==> config.mk <==
export PLATFORM = sky130hd
export DESIGN_NAME = pkt_wrr_arbiter_flat
export DESIGN_NICKNAME = d
export VERILOG_FILES = /design/src/rtl/pkt_wrr_arbiter_if.sv /design/src/rtl/pkt_wrr_arbiter.sv /design/src/flat_wrapper.sv
export SDC_FILE = /design/constraint.sdc
export NUM_CORES = 1
export LEC_CHECK = 0
export CAP_MARGIN = 20
export CORE_AREA = 4 4 307 309
export CTS_CLUSTER_DIAMETER = 60
export DETAILED_ROUTE_END_ITERATION = 8
export DIE_AREA = 0 0 311 313
export PLACE_DENSITY = 0.49
export SLEW_MARGIN = 25
export SYNTH_ARGS = -nofsm -noshare
export SYNTH_HDL_FRONTEND = slang
export SYNTH_SLANG_ARGS = --single-unit
==> constraint.sdc <==
create_clock -name clk -period 4.6 [get_ports clk]
set_input_delay 0.92 -clock clk [delete_from_list [all_inputs] [get_ports clk]]
set_output_delay 0.92 -clock clk [all_outputs]
set_load 0.05 [all_outputs]
==> src/rtl/pkt_wrr_arbiter_if.sv <==
// Bundle between the per-port packet/descriptor FIFOs, the shared ingress FIFO pair and the
// configuration/status side of pkt_wrr_arbiter.
interface pkt_wrr_arbiter_if #(
    parameter int unsigned NPORT = 4,
    parameter int unsigned PW    = 2
);
    logic                  cfg_wr;
    logic [4*NPORT-1:0]    cfg_weight;
    logic [134*NPORT-1:0]  in_pkt_q;
    logic [NPORT-1:0]      in_pkt_rd;
    logic [12*NPORT-1:0]   in_valid_q;
    logic [NPORT-1:0]      in_valid_empty;
    logic [NPORT-1:0]      in_valid_rd;
    logic                  out_pkt_wr;
    logic [133:0]          out_pkt;
    logic                  in_pkt_almostfull;
    logic                  out_valid_wr;
    logic                  out_valid;
    logic [31:0]           pkt_send_count;
    logic [PW-1:0]         cur_port;
    logic                  err_overlong;
    logic                  err_clr;

    modport slave (
        input  cfg_wr, cfg_weight, in_pkt_q, in_valid_q, in_valid_empty, in_pkt_almostfull,
               err_clr,
        output in_pkt_rd, in_valid_rd, out_pkt_wr, out_pkt, out_valid_wr, out_valid,
               pkt_send_count, cur_port, err_overlong
    );

    modport master (
        output cfg_wr, cfg_weight, in_pkt_q, in_valid_q, in_valid_empty, in_pkt_almostfull,
               err_clr,
        input  in_pkt_rd, in_valid_rd, out_pkt_wr, out_pkt, out_valid_wr, out_valid,
               pkt_send_count, cur_port, err_overlong
    );
endinterface

==> src/rtl/pkt_wrr_arbiter.sv <==
// Packet-granular weighted round-robin arbiter: merges NPORT packet/descriptor FIFO pairs into
// one ingress FIFO pair, stamping length and source port into each head word.
module pkt_wrr_arbiter #(
    parameter int unsigned NPORT      = 4,
    parameter int unsigned PW         = 2,
    parameter int unsigned MAX_WORDS  = 96,
    parameter logic [3:0]  DEF_WEIGHT = 4'd1
) (
    input logic              clk,
    input logic              reset,
    pkt_wrr_arbiter_if.slave bus
);
    localparam int unsigned CW = $clog2(MAX_WORDS + 1);

    typedef enum logic [1:0] {StIdle, StReload, StXfer} state_e;

    state_e        state_q, state_d;
    logic [3:0]    weight_q [NPORT];
    logic [3:0]    credit_q [NPORT];
    logic [PW-1:0] rr_q;
    logic [PW-1:0] cur_port_q;
    logic [10:0]   len_q;
    logic [CW-1:0] word_cnt_q;
    logic [133:0]  out_pkt_q;
    logic          out_pkt_wr_q;
    logic          out_valid_wr_q;
    logic          err_q;
    logic [31:0]   send_cnt_q;

    logic [133:0]     head_w [NPORT];
    logic [10:0]      desc_len [NPORT];
    logic [NPORT-1:0] eligible;
    logic [NPORT-1:0] unused_desc_msb;
    logic             found;
    logic [PW-1:0]    pick;
    logic [PW-1:0]    idx;
    logic             grant;
    logic             reload;
    logic             xfer;
    logic [133:0]     cur_word;
    logic [133:0]     word_out;
    logic             is_tail;
    logic             overlong;
    logic             last;

    for (genvar i = 0; i < NPORT; i++) begin : g_port
        assign head_w[i]          = bus.in_pkt_q[134*i +: 134];
        assign desc_len[i]        = bus.in_valid_q[12*i +: 11];
        assign unused_desc_msb[i] = bus.in_valid_q[12*i + 11];
        assign eligible[i]        = !bus.in_valid_empty[i] && (weight_q[i] != 4'd0);
    end

    // First eligible port with credit, scanning from the port after the last grant.
    always_comb begin
        found = 1'b0;
        pick  = rr_q;
        idx   = '0;
        for (int unsigned k = 1; k <= NPORT; k++) begin
            idx = PW'((32'(rr_q) + k) % NPORT);
            if (!found && eligible[idx] && (credit_q[idx] != 4'd0)) begin
                found = 1'b1;
                pick  = idx;
            end
        end
    end

    always_comb begin
        cur_word = head_w[rr_q];
        is_tail  = (cur_word[133:132] == 2'b10);
        overlong = !is_tail && (word_cnt_q == CW'(MAX_WORDS - 1));
        last     = is_tail || overlong;
        word_out = cur_word;
        if (cur_word[133:132] == 2'b01) begin
            word_out[123:113] = len_q;
            word_out[55:47]   = 9'(rr_q);
        end
        if (overlong) begin
            word_out[133:132] = 2'b10;
        end
    end

    always_comb begin
        state_d         = state_q;
        grant           = 1'b0;
        reload          = 1'b0;
        xfer            = 1'b0;
        bus.in_valid_rd = '0;
        bus.in_pkt_rd   = '0;
        unique case (state_q)
            StIdle: begin
                if (!bus.in_pkt_almostfull && (|eligible)) begin
                    if (found) begin
                        grant                 = 1'b1;
                        bus.in_valid_rd[pick] = 1'b1;
                        state_d               = StXfer;
                    end else begin
                        state_d = StReload;
                    end
                end
            end
            StReload: begin
                reload  = 1'b1;
                state_d = StIdle;
            end
            StXfer: begin
                xfer                = 1'b1;
                bus.in_pkt_rd[rr_q] = 1'b1;
                if (last) begin
                    state_d = StIdle;
                end
            end
            default: state_d = StIdle;
        endcase
    end

    always_ff @(posedge clk) begin
        if (reset) begin
            state_q        <= StIdle;
            rr_q           <= PW'(NPORT - 1);
            cur_port_q     <= '0;
            len_q          <= '0;
            word_cnt_q     <= '0;
            out_pkt_q      <= '0;
            out_pkt_wr_q   <= 1'b0;
            out_valid_wr_q <= 1'b0;
            err_q          <= 1'b0;
            send_cnt_q     <= '0;
            for (int i = 0; i < NPORT; i++) begin
                weight_q[i] <= DEF_WEIGHT;
                credit_q[i] <= DEF_WEIGHT;
            end
        end else begin
            state_q        <= state_d;
            out_pkt_wr_q   <= xfer;
            out_valid_wr_q <= xfer && last;
            if (xfer) begin
                out_pkt_q  <= word_out;
                word_cnt_q <= word_cnt_q + 1'b1;
            end
            if (xfer && last) begin
                send_cnt_q <= send_cnt_q + 32'd1;
            end
            // A new overlong event outranks a simultaneous clear.
            if (xfer && overlong) begin
                err_q <= 1'b1;
            end else if (bus.err_clr) begin
                err_q <= 1'b0;
            end
            if (grant) begin
                rr_q           <= pick;
                cur_port_q     <= pick;
                len_q          <= desc_len[pick];
                word_cnt_q     <= '0;
                credit_q[pick] <= credit_q[pick] - 4'd1;
            end
            if (reload) begin
                for (int i = 0; i < NPORT; i++) begin
                    credit_q[i] <= weight_q[i];
                end
            end
            if (bus.cfg_wr) begin
                for (int i = 0; i < NPORT; i++) begin
                    weight_q[i] <= bus.cfg_weight[4*i +: 4];
                end
            end
        end
    end

    assign bus.out_pkt        = out_pkt_q;
    assign bus.out_pkt_wr     = out_pkt_wr_q;
    assign bus.out_valid_wr   = out_valid_wr_q;
    assign bus.out_valid      = out_valid_wr_q;
    assign bus.pkt_send_count = send_cnt_q;
    assign bus.cur_port       = cur_port_q;
    assign bus.err_overlong   = err_q;
endmodule

==> src/flat_wrapper.sv <==
// flat-port wrapper written by rule: the top's interface ports become plain ports
module pkt_wrr_arbiter_flat 
#(
    parameter int unsigned NPORT      = 4,
    parameter int unsigned PW         = 2,
    parameter int unsigned MAX_WORDS  = 96,
    parameter logic [3:0]  DEF_WEIGHT = 4'd1
)
  (clk, reset, bus_cfg_wr, bus_cfg_weight, bus_in_pkt_q, bus_in_valid_q, bus_in_valid_empty, bus_in_pkt_almostfull, bus_err_clr, bus_in_pkt_rd, bus_in_valid_rd, bus_out_pkt_wr, bus_out_pkt, bus_out_valid_wr, bus_out_valid, bus_pkt_send_count, bus_cur_port, bus_err_overlong);
  pkt_wrr_arbiter_if #(.NPORT(NPORT), .PW(PW)) bus_i ();
  input logic clk;
  input logic reset;
  input wire logic [$bits(bus_i.cfg_wr)-1:0] bus_cfg_wr;
  input wire logic [$bits(bus_i.cfg_weight)-1:0] bus_cfg_weight;
  input wire logic [$bits(bus_i.in_pkt_q)-1:0] bus_in_pkt_q;
  input wire logic [$bits(bus_i.in_valid_q)-1:0] bus_in_valid_q;
  input wire logic [$bits(bus_i.in_valid_empty)-1:0] bus_in_valid_empty;
  input wire logic [$bits(bus_i.in_pkt_almostfull)-1:0] bus_in_pkt_almostfull;
  input wire logic [$bits(bus_i.err_clr)-1:0] bus_err_clr;
  output wire logic [$bits(bus_i.in_pkt_rd)-1:0] bus_in_pkt_rd;
  output wire logic [$bits(bus_i.in_valid_rd)-1:0] bus_in_valid_rd;
  output wire logic [$bits(bus_i.out_pkt_wr)-1:0] bus_out_pkt_wr;
  output wire logic [$bits(bus_i.out_pkt)-1:0] bus_out_pkt;
  output wire logic [$bits(bus_i.out_valid_wr)-1:0] bus_out_valid_wr;
  output wire logic [$bits(bus_i.out_valid)-1:0] bus_out_valid;
  output wire logic [$bits(bus_i.pkt_send_count)-1:0] bus_pkt_send_count;
  output wire logic [$bits(bus_i.cur_port)-1:0] bus_cur_port;
  output wire logic [$bits(bus_i.err_overlong)-1:0] bus_err_overlong;
  assign bus_i.cfg_wr = bus_cfg_wr;
  assign bus_i.cfg_weight = bus_cfg_weight;
  assign bus_i.in_pkt_q = bus_in_pkt_q;
  assign bus_i.in_valid_q = bus_in_valid_q;
  assign bus_i.in_valid_empty = bus_in_valid_empty;
  assign bus_i.in_pkt_almostfull = bus_in_pkt_almostfull;
  assign bus_i.err_clr = bus_err_clr;
  assign bus_in_pkt_rd = bus_i.in_pkt_rd;
  assign bus_in_valid_rd = bus_i.in_valid_rd;
  assign bus_out_pkt_wr = bus_i.out_pkt_wr;
  assign bus_out_pkt = bus_i.out_pkt;
  assign bus_out_valid_wr = bus_i.out_valid_wr;
  assign bus_out_valid = bus_i.out_valid;
  assign bus_pkt_send_count = bus_i.pkt_send_count;
  assign bus_cur_port = bus_i.cur_port;
  assign bus_err_overlong = bus_i.err_overlong;
  pkt_wrr_arbiter #(.NPORT(NPORT), .PW(PW), .MAX_WORDS(MAX_WORDS), .DEF_WEIGHT(DEF_WEIGHT)) u_core (.clk(clk), .reset(reset), .bus(bus_i));
endmodule
==> results of run 1 <==
## cell usage in the layout (no fill, tap or decap), drive strengths merged, types with 2 or more instances in the layout
| cell type | synthesis | final |
|---|---|---|
| a211oi | 12 | 12 |
| a21o | 2 | 2 |
| a21oi | 141 | 141 |
| a22o | 12 | 12 |
| a311oi | 2 | 2 |
| a41oi | 2 | 2 |
| and2 | 17 | 17 |
| and3 | 6 | 6 |
| and4 | 2 | 2 |
| buf | 29 | 29 |
| bufinv | 0 | 4 |
| clkbuf | 67 | 43 |
| clkdlybuf4s50 | 0 | 779 |
| clkinv | 0 | 12 |
| dfxtp | 195 | 195 |
| diode | 0 | 2 |
| edfxtp | 32 | 32 |
| ha | 7 | 7 |
| inv | 13 | 22 |
| mux2 | 4 | 4 |
| mux2i | 52 | 52 |
| mux4 | 136 | 136 |
| nand2 | 271 | 271 |
| nand2b | 7 | 7 |
| nand3 | 25 | 25 |
| nand4 | 9 | 9 |
| nor2 | 69 | 69 |
| nor2b | 3 | 3 |
| nor3 | 11 | 11 |
| nor4 | 14 | 14 |
| o2111ai | 2 | 2 |
| o21ai | 29 | 29 |
| o22a | 2 | 2 |
| o31ai | 5 | 5 |
| or3 | 13 | 13 |
| or4 | 4 | 4 |
| xnor2 | 13 | 13 |
| xor2 | 21 | 21 |
## cell families (layout without fill, tap and decap cells)
group | count (synthesis) | after routing
DFF | 227 | 227
AOI/OAI and AO/OA | 214 | 214
buffers and inverters | 109 | 890
xor gates and xnor gates | 34 | 34
muxes | 192 | 192
other | 0 | 2
and+or+nand+nor | 453 | 453
adders and majority gates | 7 | 7
## per-stage QoR
step                      std cells  utilization [%]
after floorplan                1236                -
after global placement         3133            23.87
after detailed placement       3133            23.87
after CTS                      3202            25.27
after global routing           3203            25.30
final                          3205            25.31
## critical path: stages, from the launching register on
cell and delay [ns]:
edfxtp_1 0.41, nor4_2 0.63, nor4_1 0.14, buf_4 0.17, o32a_1 0.33, a22o_2 0.34
inv_2 0.17, nand2_1 0.12, nor2_1 0.25, buf_12 0.18
## registers in the layout, summed over array words and instances, names as in the netlist, named ones only
name and cells:
u_core.weight_q 16, u_core.bus.out_valid 1, u_core.bus.pkt_send_count 32, u_core.bus.out_pkt 134, u_core.credit_q 16, u_core.rr_q 2
u_core.state_q 2, u_core.len_q 11, u_core.bus.cur_port 2, u_core.bus.err_overlong 1, u_core.word_cnt_q 7, u_core.bus.out_pkt_wr 1
## area by class of cell
type                       instances  area (um^2)  area share [%]
timing repair buffer             808         8102           35.03
inverter                          13        48.80          0.2110
sequential                       227         4872           21.07
clock inverter                    26        289.0           1.250
tap                             1186         1484           6.416
clock buffer                      43        989.7           4.279
antenna                            2        5.005         0.02164
multi-input combinational        900         7338           31.73
## power by group
part           internal, mW  switching [mW]
sequential             2.23           0.163
combinational          1.51            1.79
clock                  1.80            1.12
total                  5.54            3.07
## routing by layer
layer | global-route usage (%) | vias to the layer above | wire length, um
met3 | 4.701 | 55 | 6406
met4 | 2.723 | 0 | 1230
met5 | 0 | - | 0
li1 | - | 6049 | -
met1 | 16.93 | 6470 | 28980
met2 | 24.08 | 654 | 35000
## how the worst max path moves through the flow
stage | to | cells past startpoint | slack, ns
2_1_floorplan | bus_in_valid_rd[0] | 6 | 0.68
3_3_place_gp | u_core.credit_q[2][2]$_DFFE_PP_ | 11 | 0.36
3_5_place_dp | u_core.credit_q[0][2]$_DFFE_PP_ | 11 | 0.38
4_1_cts | bus_in_valid_rd[0] | 9 | 0.31
5_1_grt | bus_in_valid_rd[0] | 9 | 0.18
6_report | bus_in_valid_rd[0] | 9 | 0.39
==> impl_metrics.env, run 1 <==
export IMPL_status="finished, final reports clean"
export IMPL_startpoint="u_core.weight_q[3][1]$_SDFFCE_PN0P_"
export IMPL_setup_viol=0
export IMPL_yosysTopAreaCell="dfxtp_1"
export IMPL_yosysMostFrequentCell="nand2_1"
export IMPL_p_total_mw=8.608
export IMPL_rr_endpoint="u_core.credit_q[0][2]$_DFFE_PP_"
export IMPL_synthArstFlopShare_pct=0
export IMPL_drc=0
export IMPL_numCtsBuffers=38
export IMPL_slew_violations=0
export IMPL_period_minus_slack_ns=4.210
export IMPL_cts_root_buf="clkbuf_16"
export IMPL_cts_hold_buf=0
export IMPL_num_io_pins=789
export IMPL_synth_fa_ha_area_share_pct=0.6942
export IMPL_fillers=9690
export IMPL_ys_types=54
export IMPL_num_rows=111
export IMPL_worst_slack_ns=0.3903
export IMPL_wl_per_cell_um=22.35
export IMPL_die_area_mm2=0.09734
export IMPL_grt_pass1_vias=13830
export IMPL_synthTopCellsByArea="dfxtp_1 (31%), mux4_2 (24%), nand2_1 (8.1%), edfxtp_1 (7.6%), a21oi_1 (5.5%)"
export IMPL_maxCapViolCount=0
export IMPL_dr_pass1_iters=5
export IMPL_synth_top_family_by_area="multiplexers"
export IMPL_whs_path_depth=2
export IMPL_clock_latency_ns=0.54
export IMPL_clkTransAtPathRegs_ns=0.05
export IMPL_pre_cts_ws_ns=0.3785
export IMPL_clock_sinks=227
export IMPL_ys_seq_elements=227
export IMPL_die_h_um=313
export IMPL_power_density_mw_per_mm2=372.2
export IMPL_maxSlewHeadroom_pct=34.59
export IMPL_post_cts_resized=0
export IMPL_fin_tns_setup_ns=0
export IMPL_synth_edff_count=32
export IMPL_synth_seq_area_share_pct=38.56
export IMPL_fin_crit_sh_pct=91.51
export IMPL_r2r_start="u_core.rr_q[1]$_SDFFE_PP1N_"
export IMPL_ir_drop_v=0.0001792
export IMPL_worst_ep_arrival_time_ns=3.29
export IMPL_hold_path_class="reg -> reg"
export IMPL_drive_gt1_share_pct=12.84
export IMPL_post_dp_hpwl_um=57860
export IMPL_die_w_um=311
export IMPL_design_area_mm2=0.02313
export IMPL_postCtsSetupBuffers=0
export IMPL_netlist_area_mm2=0.01262
export IMPL_worst_r2r_path_depth=11
export IMPL_place_congestion=0.9651
export IMPL_ant_nets=0
export IMPL_grt_max_degree=92
export IMPL_clock_path_buffers=3
export IMPL_hold_slack_ns=0.4533
export IMPL_grt_util_all_layers_pct=13.93
export IMPL_dpl_cell_area_mm2=0.02182
export IMPL_tightest_slew_ns=0.9801
export IMPL_synth_compound_area_share_pct=9.956
export IMPL_skew_ns=0.02155
export IMPL_synth_xor_area_share_pct=2.420
export IMPL_vias=13230
export IMPL_grt_pass1_wl_um=100800
export IMPL_synth_nets=1852
export IMPL_antenna_found_initial=5
export IMPL_cts_tree="built"
export IMPL_hold_path_end="u_core.bus.out_pkt[90]$_SDFFE_PP0P_"
export IMPL_synthCells=1236
export IMPL_min_from="u_core.bus.out_pkt[90]$_SDFFE_PP0P_"
export IMPL_critPathKind="reg -> out"
export IMPL_max_clock_freq_ghz=0.2375
export IMPL_worstPathRequired_ns=3.68
export IMPL_finalWirelength_um=71620
export IMPL_vias_per_cell=4.127
export IMPL_r2r_slack_ns=0.99
export IMPL_endpoint_kind="output port"
export IMPL_globalRouteOverflowTotal=0
export IMPL_cp_max_fo=10
export IMPL_drt_iter0_drc=766
export IMPL_avgSynthCellArea_um2=10.21
export IMPL_synth_top_cells_by_count="nand2_1 (271), dfxtp_1 (195), a21oi_1 (139)"
export IMPL_io_buffer_count=784
export IMPL_syn2layout_area_growth_pct=83.31
export IMPL_core_area_mm2=0.09139
export IMPL_rsz0062_at_grt="no"
export IMPL_synth_top_area_share_pct=30.94
export IMPL_finalHoldViolations=0
export IMPL_synth_area_mux_share_pct=28.76
export IMPL_ys_warn_count=0
export IMPL_power_leakage_nw=8.074
export IMPL_start_util_pct=13.81
export IMPL_start_kind="flop"
export IMPL_synth_top_flop_cell="dfxtp_1"
export IMPL_nets=2604
export IMPL_cts_htree_levels=2
export IMPL_synth_simple_area_share_pct=16.02
Note: power is estimated with default switching activity, not from simulation.
==> run 2: changes to the inputs <==
--- a/config.mk
+++ b/config.mk
@@ -6,11 +6,11 @@
 export NUM_CORES = 1
 export LEC_CHECK = 0
 export CAP_MARGIN = 20
-export CORE_AREA = 4 4 307 309
+export CORE_AREA = 4 4 304 306
 export CTS_CLUSTER_DIAMETER = 60
 export DETAILED_ROUTE_END_ITERATION = 8
-export DIE_AREA = 0 0 311 313
-export PLACE_DENSITY = 0.49
+export DIE_AREA = 0 0 308 310
+export PLACE_DENSITY = 0.5
 export SLEW_MARGIN = 25
 export SYNTH_ARGS = -nofsm -noshare
 export SYNTH_HDL_FRONTEND = slang
==> impl_metrics.env, run 2 (synthesis gave the netlist of run 1 again) <==
export IMPL_p_switching_mw=3.048
export IMPL_wl_per_cell_um=21.92
export IMPL_die_h_um=310
export IMPL_ant_nets=0
export IMPL_place_congestion=0.9030
export IMPL_r2r_slack_ns=0.88
export IMPL_pwr_share_seq_pct=28.0
export IMPL_drive_gt1_share_pct=12.74
export IMPL_start_kind="flop"
export IMPL_cp_max_fo=4
export IMPL_regArea_mm2=0.004872
export IMPL_setup_viol=0
export IMPL_power_density_mw_per_mm2=368.6
export IMPL_instances_no_fill=3197
export IMPL_fin_crit_sh_pct=91.28
export IMPL_io_buffer_count=784
export IMPL_num_io_pins=789
export IMPL_final_util_pct=25.77
export IMPL_worst_ep_arrival_time_ns=3.28
export IMPL_critPathKind="reg -> out"
export IMPL_worstPathRequired_ns=3.68
export IMPL_start_util_pct=14.08
export IMPL_worst_slack_ns=0.4010
export IMPL_maxSlewHeadroom_pct=33.90
export IMPL_cts_root_buf="clkbuf_16"
export IMPL_finalWirelength_um=70070
export IMPL_clock_sinks=227
export IMPL_clkTransAtPathRegs_ns=0.05
export IMPL_dp_cells=3124
export IMPL_ir_drop_v=0.0001869
export IMPL_p_sw_share_pct=35.81
export IMPL_combinationalPowerShare_pct=39.1
export IMPL_numCtsBuffers=38
export IMPL_endpoint_kind="output port"
export IMPL_final_common_cell="clkdlybuf4s50_1"
export IMPL_drt_iter0_drc=670
export IMPL_core_area_mm2=0.08960
export IMPL_status="finished, final reports clean"
export IMPL_maxCapViolCount=0
export IMPL_cts_tree="built"
export IMPL_pre_cts_ws_ns=0.3510
export IMPL_power_frac_clock_pct=32.9
export IMPL_antenna_found_initial=4
export IMPL_vias=13250
export IMPL_power_leakage_nw=8.054
export IMPL_cts_htree_levels=2
export IMPL_r2r_start="u_core.weight_q[3][1]$_SDFFCE_PN0P_"
export IMPL_multiInputGateArea_mm2=0.007336
export IMPL_slew_violations=0
export IMPL_min_from="u_core.bus.out_pkt[96]$_SDFFE_PP0P_"
export IMPL_globalRouteOverflowTotal=0
export IMPL_syn2layout_area_growth_pct=83.03
export IMPL_finalHoldViolations=0
export IMPL_largest_reg_flops=134
export IMPL_num_rows=110
export IMPL_worst_r2r_path_depth=11
export IMPL_cts_hold_buf=0
export IMPL_clock_path_buffers=3
export IMPL_die_w_um=308
export IMPL_tightest_slew_ns=0.9904
export IMPL_period_minus_slack_ns=4.199
export IMPL_mostFrequentLayoutCells="clkdlybuf4s50_1 (779), nand2_1 (271), dfxtp_1 (193), a21oi_1 (139), mux4_2 (136)"
export IMPL_grt_pass1_vias=13980
export IMPL_hold_path_end="u_core.bus.out_pkt[96]$_SDFFE_PP0P_"
export IMPL_grt_util_all_layers_pct=13.58
export IMPL_post_dp_hpwl_um=56210
export IMPL_skew_ns=0.02326
export IMPL_grt_pass1_wl_um=96120
export IMPL_drc=0
export IMPL_die_area_mm2=0.09548
export IMPL_whs_path_depth=2
export IMPL_grt_max_degree=93
export IMPL_clock_latency_ns=0.54
export IMPL_fin_tns_setup_ns=0
export IMPL_post_cts_resized=0
export IMPL_nets=2605
export IMPL_vias_per_cell=4.144
export IMPL_rr_endpoint="u_core.credit_q[2][2]$_DFFE_PP_"
export IMPL_dr_pass1_iters=5
export IMPL_rsz0062_at_grt="no"
export IMPL_fillers=9487
export IMPL_postCtsSetupBuffers=0
export IMPL_p_int_mw=5.464
export IMPL_hold_slack_ns=0.4510
export IMPL_max_clock_freq_ghz=0.2382
export IMPL_hold_path_class="reg -> reg"
-- run 2: worst max-delay path: stages (launching register included) --
cell and delay (ns):
edfxtp_1 0.41, nor4_2 0.64, nor3_1 0.20, mux4_2 0.55, a21oi_4 0.26, xnor2_1 0.19
nor2_1 0.28, buf_12 0.19
-- run 2: area by class of cell --
class | instances | share of cell area, %
Timing Repair Buffer | 809 | 35.18
Multi-Input combinational cell | 900 | 31.77
Sequential cell | 227 | 21.10
Tap cell | 1176 | 6.372
Clock buffer | 50 | 4.491
Clock inverter | 19 | 0.8452
Inverter | 13 | 0.2113
Antenna cell | 3 | 0.03251
-- run 2: worst max path at each step --
stage,start,to,slack (ns),cells past startpoint
6_report,u_core.weight_q[3][1]$_SDFFCE_PN0P_,bus_in_valid_rd[2],0.40,7
3_5_place_dp,bus_in_valid_empty[2],u_core.credit_q[2][2]$_DFFE_PP_,0.35,11
3_3_place_gp,bus_in_valid_empty[1],u_core.credit_q[2][2]$_DFFE_PP_,0.35,11
4_1_cts,u_core.weight_q[3][1]$_SDFFCE_PN0P_,bus_in_valid_rd[2],0.34,7
5_1_grt,u_core.weight_q[3][1]$_SDFFCE_PN0P_,bus_in_valid_rd[2],0.19,7
2_1_floorplan,bus_in_valid_empty[2],bus_in_valid_rd[0],0.68,6
-- run 2: per-layer routing --
metal	GRT usage [%]	vias up	part of all wire [%]
met5	0	-	0.019
met4	4.436	2	3.0
met3	4.186	93	8.8
met2	23.67	644	49
met1	15.95	6448	39
li1	-	6061	-
-- run 2: power groups by stage --
stage          registers, mW  clock network (mW)  logic, mW
6_report                2.39                2.80       3.32
3_3_place_gp            2.42                   0       3.33
4_1_cts                 2.39                2.93       3.37
3_5_place_dp            2.42                   0       3.35
2_1_floorplan           2.88                   0       1.43
5_1_grt                 2.41                3.01       3.52
-- run 2: metrics by stage --
stage,power [mW],instance area [um^2]
after floorplan,4.302,12620
after global placement,5.748,21820
after detailed placement,5.775,21820
after CTS,8.687,23050
after global routing,8.940,23090
final,8.512,23090
==> run 3: changes to the inputs <==
--- a/config.mk
+++ b/config.mk
@@ -10,7 +10,7 @@
 export CTS_CLUSTER_DIAMETER = 60
 export DETAILED_ROUTE_END_ITERATION = 8
 export DIE_AREA = 0 0 308 310
-export PLACE_DENSITY = 0.5
+export PLACE_DENSITY = 0.47
 export SLEW_MARGIN = 25
 export SYNTH_ARGS = -nofsm -noshare
 export SYNTH_HDL_FRONTEND = slang
==> impl_metrics.env, run 3 (synthesis gave the netlist of run 1 again) <==
export IMPL_maxCapViolCount=0
export IMPL_io_buffer_count=784
export IMPL_pwr_share_seq_pct=27.5
export IMPL_combinationalPowerShare_pct=38.1
export IMPL_worstPathRequired_ns=3.68
export IMPL_design_area_mm2=0.02311
export IMPL_multiInputGateArea_mm2=0.007331
export IMPL_ant_nets=0
export IMPL_dp_cells=3122
export IMPL_cts_htree_levels=2
export IMPL_die_area_mm2=0.09548
export IMPL_start_kind="input port"
export IMPL_fillers=9465
export IMPL_clock_latency_ns=0.54
export IMPL_wl_met2_um=38090
export IMPL_grt_max_degree=80
export IMPL_tightest_slew_ns=1.019
export IMPL_cts_hold_buf=0
export IMPL_antenna_found_initial=17
export IMPL_start_util_pct=14.08
export IMPL_rsz0062_at_grt="no"
export IMPL_status="finished, final reports clean"
export IMPL_ir_drop_v=0.0001897
export IMPL_post_cts_resized=0
export IMPL_cp_top_family="simple AND/OR/NAND/NOR gates"
export IMPL_maxSlewHeadroom_pct=32.05
export IMPL_worst_ep_arrival_time_ns=3.44
export IMPL_fin_tns_setup_ns=0
export IMPL_slew_violations=0
export IMPL_post_dp_hpwl_um=62640
export IMPL_top_layer_used="met5"
export IMPL_drt_iter0_drc=809
export IMPL_vias_per_cell=4.120
export IMPL_final_util_pct=25.80
export IMPL_num_io_pins=789
export IMPL_critPathBufInv=2
export IMPL_critPathMaxStageDelay_ns=0.62
export IMPL_nets=2603
export IMPL_postCtsSetupBuffers=0
export IMPL_clock_path_buffers=3
export IMPL_skew_ns=0.02231
export IMPL_clkTransAtPathRegs_ns=0.05
export IMPL_cts_root_buf="clkbuf_16"
export IMPL_power_density_mw_per_mm2=374.6
export IMPL_wl_met1_um=28700
export IMPL_cts_tree="built"
export IMPL_p_int_mw=5.602
export IMPL_grt_util_all_layers_pct=15.00
export IMPL_power_frac_clock_pct=34.4
export IMPL_drc=0
export IMPL_syn2layout_area_growth_pct=83.20
export IMPL_clock_sinks=227
export IMPL_grt_pass1_vias=13850
export IMPL_power_leakage_nw=8.072
export IMPL_hold_path_class="reg -> reg"
export IMPL_dpl_cell_area_mm2=0.02176
export IMPL_dr_pass1_iters=5
export IMPL_instances_no_fill=3202
export IMPL_vias=13190
export IMPL_mostFrequentLayoutCells="clkdlybuf4s50_1 (779), nand2_1 (271), dfxtp_1 (193), a21oi_1 (139), mux4_2 (136)"
export IMPL_max_clock_freq_ghz=0.2293
export IMPL_largest_reg_flops=134
export IMPL_wl_met3_um=8352
export IMPL_globalRouteOverflowTotal=0
export IMPL_setup_viol=0
export IMPL_pre_cts_ws_ns=0.2479
export IMPL_grt_pass1_wl_um=103300
export IMPL_worst_slack_ns=0.2383
export IMPL_regArea_mm2=0.004872
export IMPL_die_h_um=310
export IMPL_finalWirelength_um=76490
export IMPL_hold_slack_ns=0.4518
export IMPL_drive_gt1_share_pct=12.80
export IMPL_place_congestion=0.8826
export IMPL_endpoint_kind="output port"
export IMPL_wl_per_cell_um=23.89
export IMPL_p_sw_share_pct=35.30
export IMPL_core_area_mm2=0.08960
export IMPL_num_rows=110
export IMPL_cp_cell_sequence="clkdlybuf4s50_1 -> nor4_1 -> o32ai_1 -> a21oi_2 -> nand2_1 -> nor2_1 -> buf_12"
export IMPL_numCtsBuffers=39
export IMPL_period_minus_slack_ns=4.362
export IMPL_final_common_cell="clkdlybuf4s50_1"
export IMPL_fin_crit_sh_pct=94.82
export IMPL_cp_slowest_cell="nor4_1"
export IMPL_p_switching_mw=3.057
export IMPL_cp_max_fo=10
export IMPL_die_w_um=308
export IMPL_p_total_mw=8.659
export IMPL_finalHoldViolations=0
export IMPL_critPathKind="in -> out"
[run 3: cell types whose count changed in the layout (fill, tap and decap cells not counted), moves of 2 or more]
cell	before	now
buf_12	6	3
clkbuf_1	9	5
clkbuf_8	2	7
clkinv_1	0	2
clkinvlp_4	3	1
diode_2	3	10
[run 3: final cells by class]
| class | instances | area share [%] |
|---|---|---|
| antenna | 10 | 0.1083 |
| clock inverter | 18 | 0.8877 |
| multi-input combinational | 900 | 31.71 |
| clock buffer | 52 | 4.828 |
| tap | 1176 | 6.366 |
| timing repair buffer | 806 | 34.81 |
| inverter | 13 | 0.2111 |
| sequential | 227 | 21.08 |
[run 3: routing by layer]
metal	GRT usage, %	vias up
li1	-	6067
met5	0	-
met4	3.553	6
met3	5.622	79
met2	26.52	627
met1	17.20	6412
[run 3: power by group through the flow]
| stage | Combinational, mW | Sequential [mW] | Clock (mW) |
|---|---|---|---|
| after floorplan | 1.43 | 2.88 | 0 |
| after global routing | 3.52 | 2.41 | 3.17 |
| final | 3.30 | 2.38 | 2.98 |
| after CTS | 3.38 | 2.39 | 3.10 |
| after detailed placement | 3.36 | 2.42 | 0 |
| after global placement | 3.34 | 2.42 | 0 |
[run 3: final timing paths]
path         cells past startpoint                           startpoint                             endpoint  slack [ns]
min reg2reg                      2  u_core.bus.out_pkt[90]$_SDFFE_PP0P_  u_core.bus.out_pkt[90]$_SDFFE_PP0P_        0.45
max                              7                bus_in_valid_empty[2]                   bus_in_valid_rd[2]        0.24
max reg2reg                     11      u_core.credit_q[0][0]$_DFFE_PP_      u_core.credit_q[2][2]$_DFFE_PP_        0.89
min                              2  u_core.bus.out_pkt[90]$_SDFFE_PP0P_  u_core.bus.out_pkt[90]$_SDFFE_PP0P_        0.45
[run 3: worst register-to-register path: stages, from the launching register on]
cell and delay (ns):
edfxtp_1 0.42, nor4_1 0.73, nor3_1 0.14, mux4_2 0.52, a21oi_4 0.28, xnor2_4 0.24
buf_4 0.36, nand2_1 0.08, o21ai_1 0.08, ha_1 0.27, xor2_1 0.24, o21ai_1 0.10
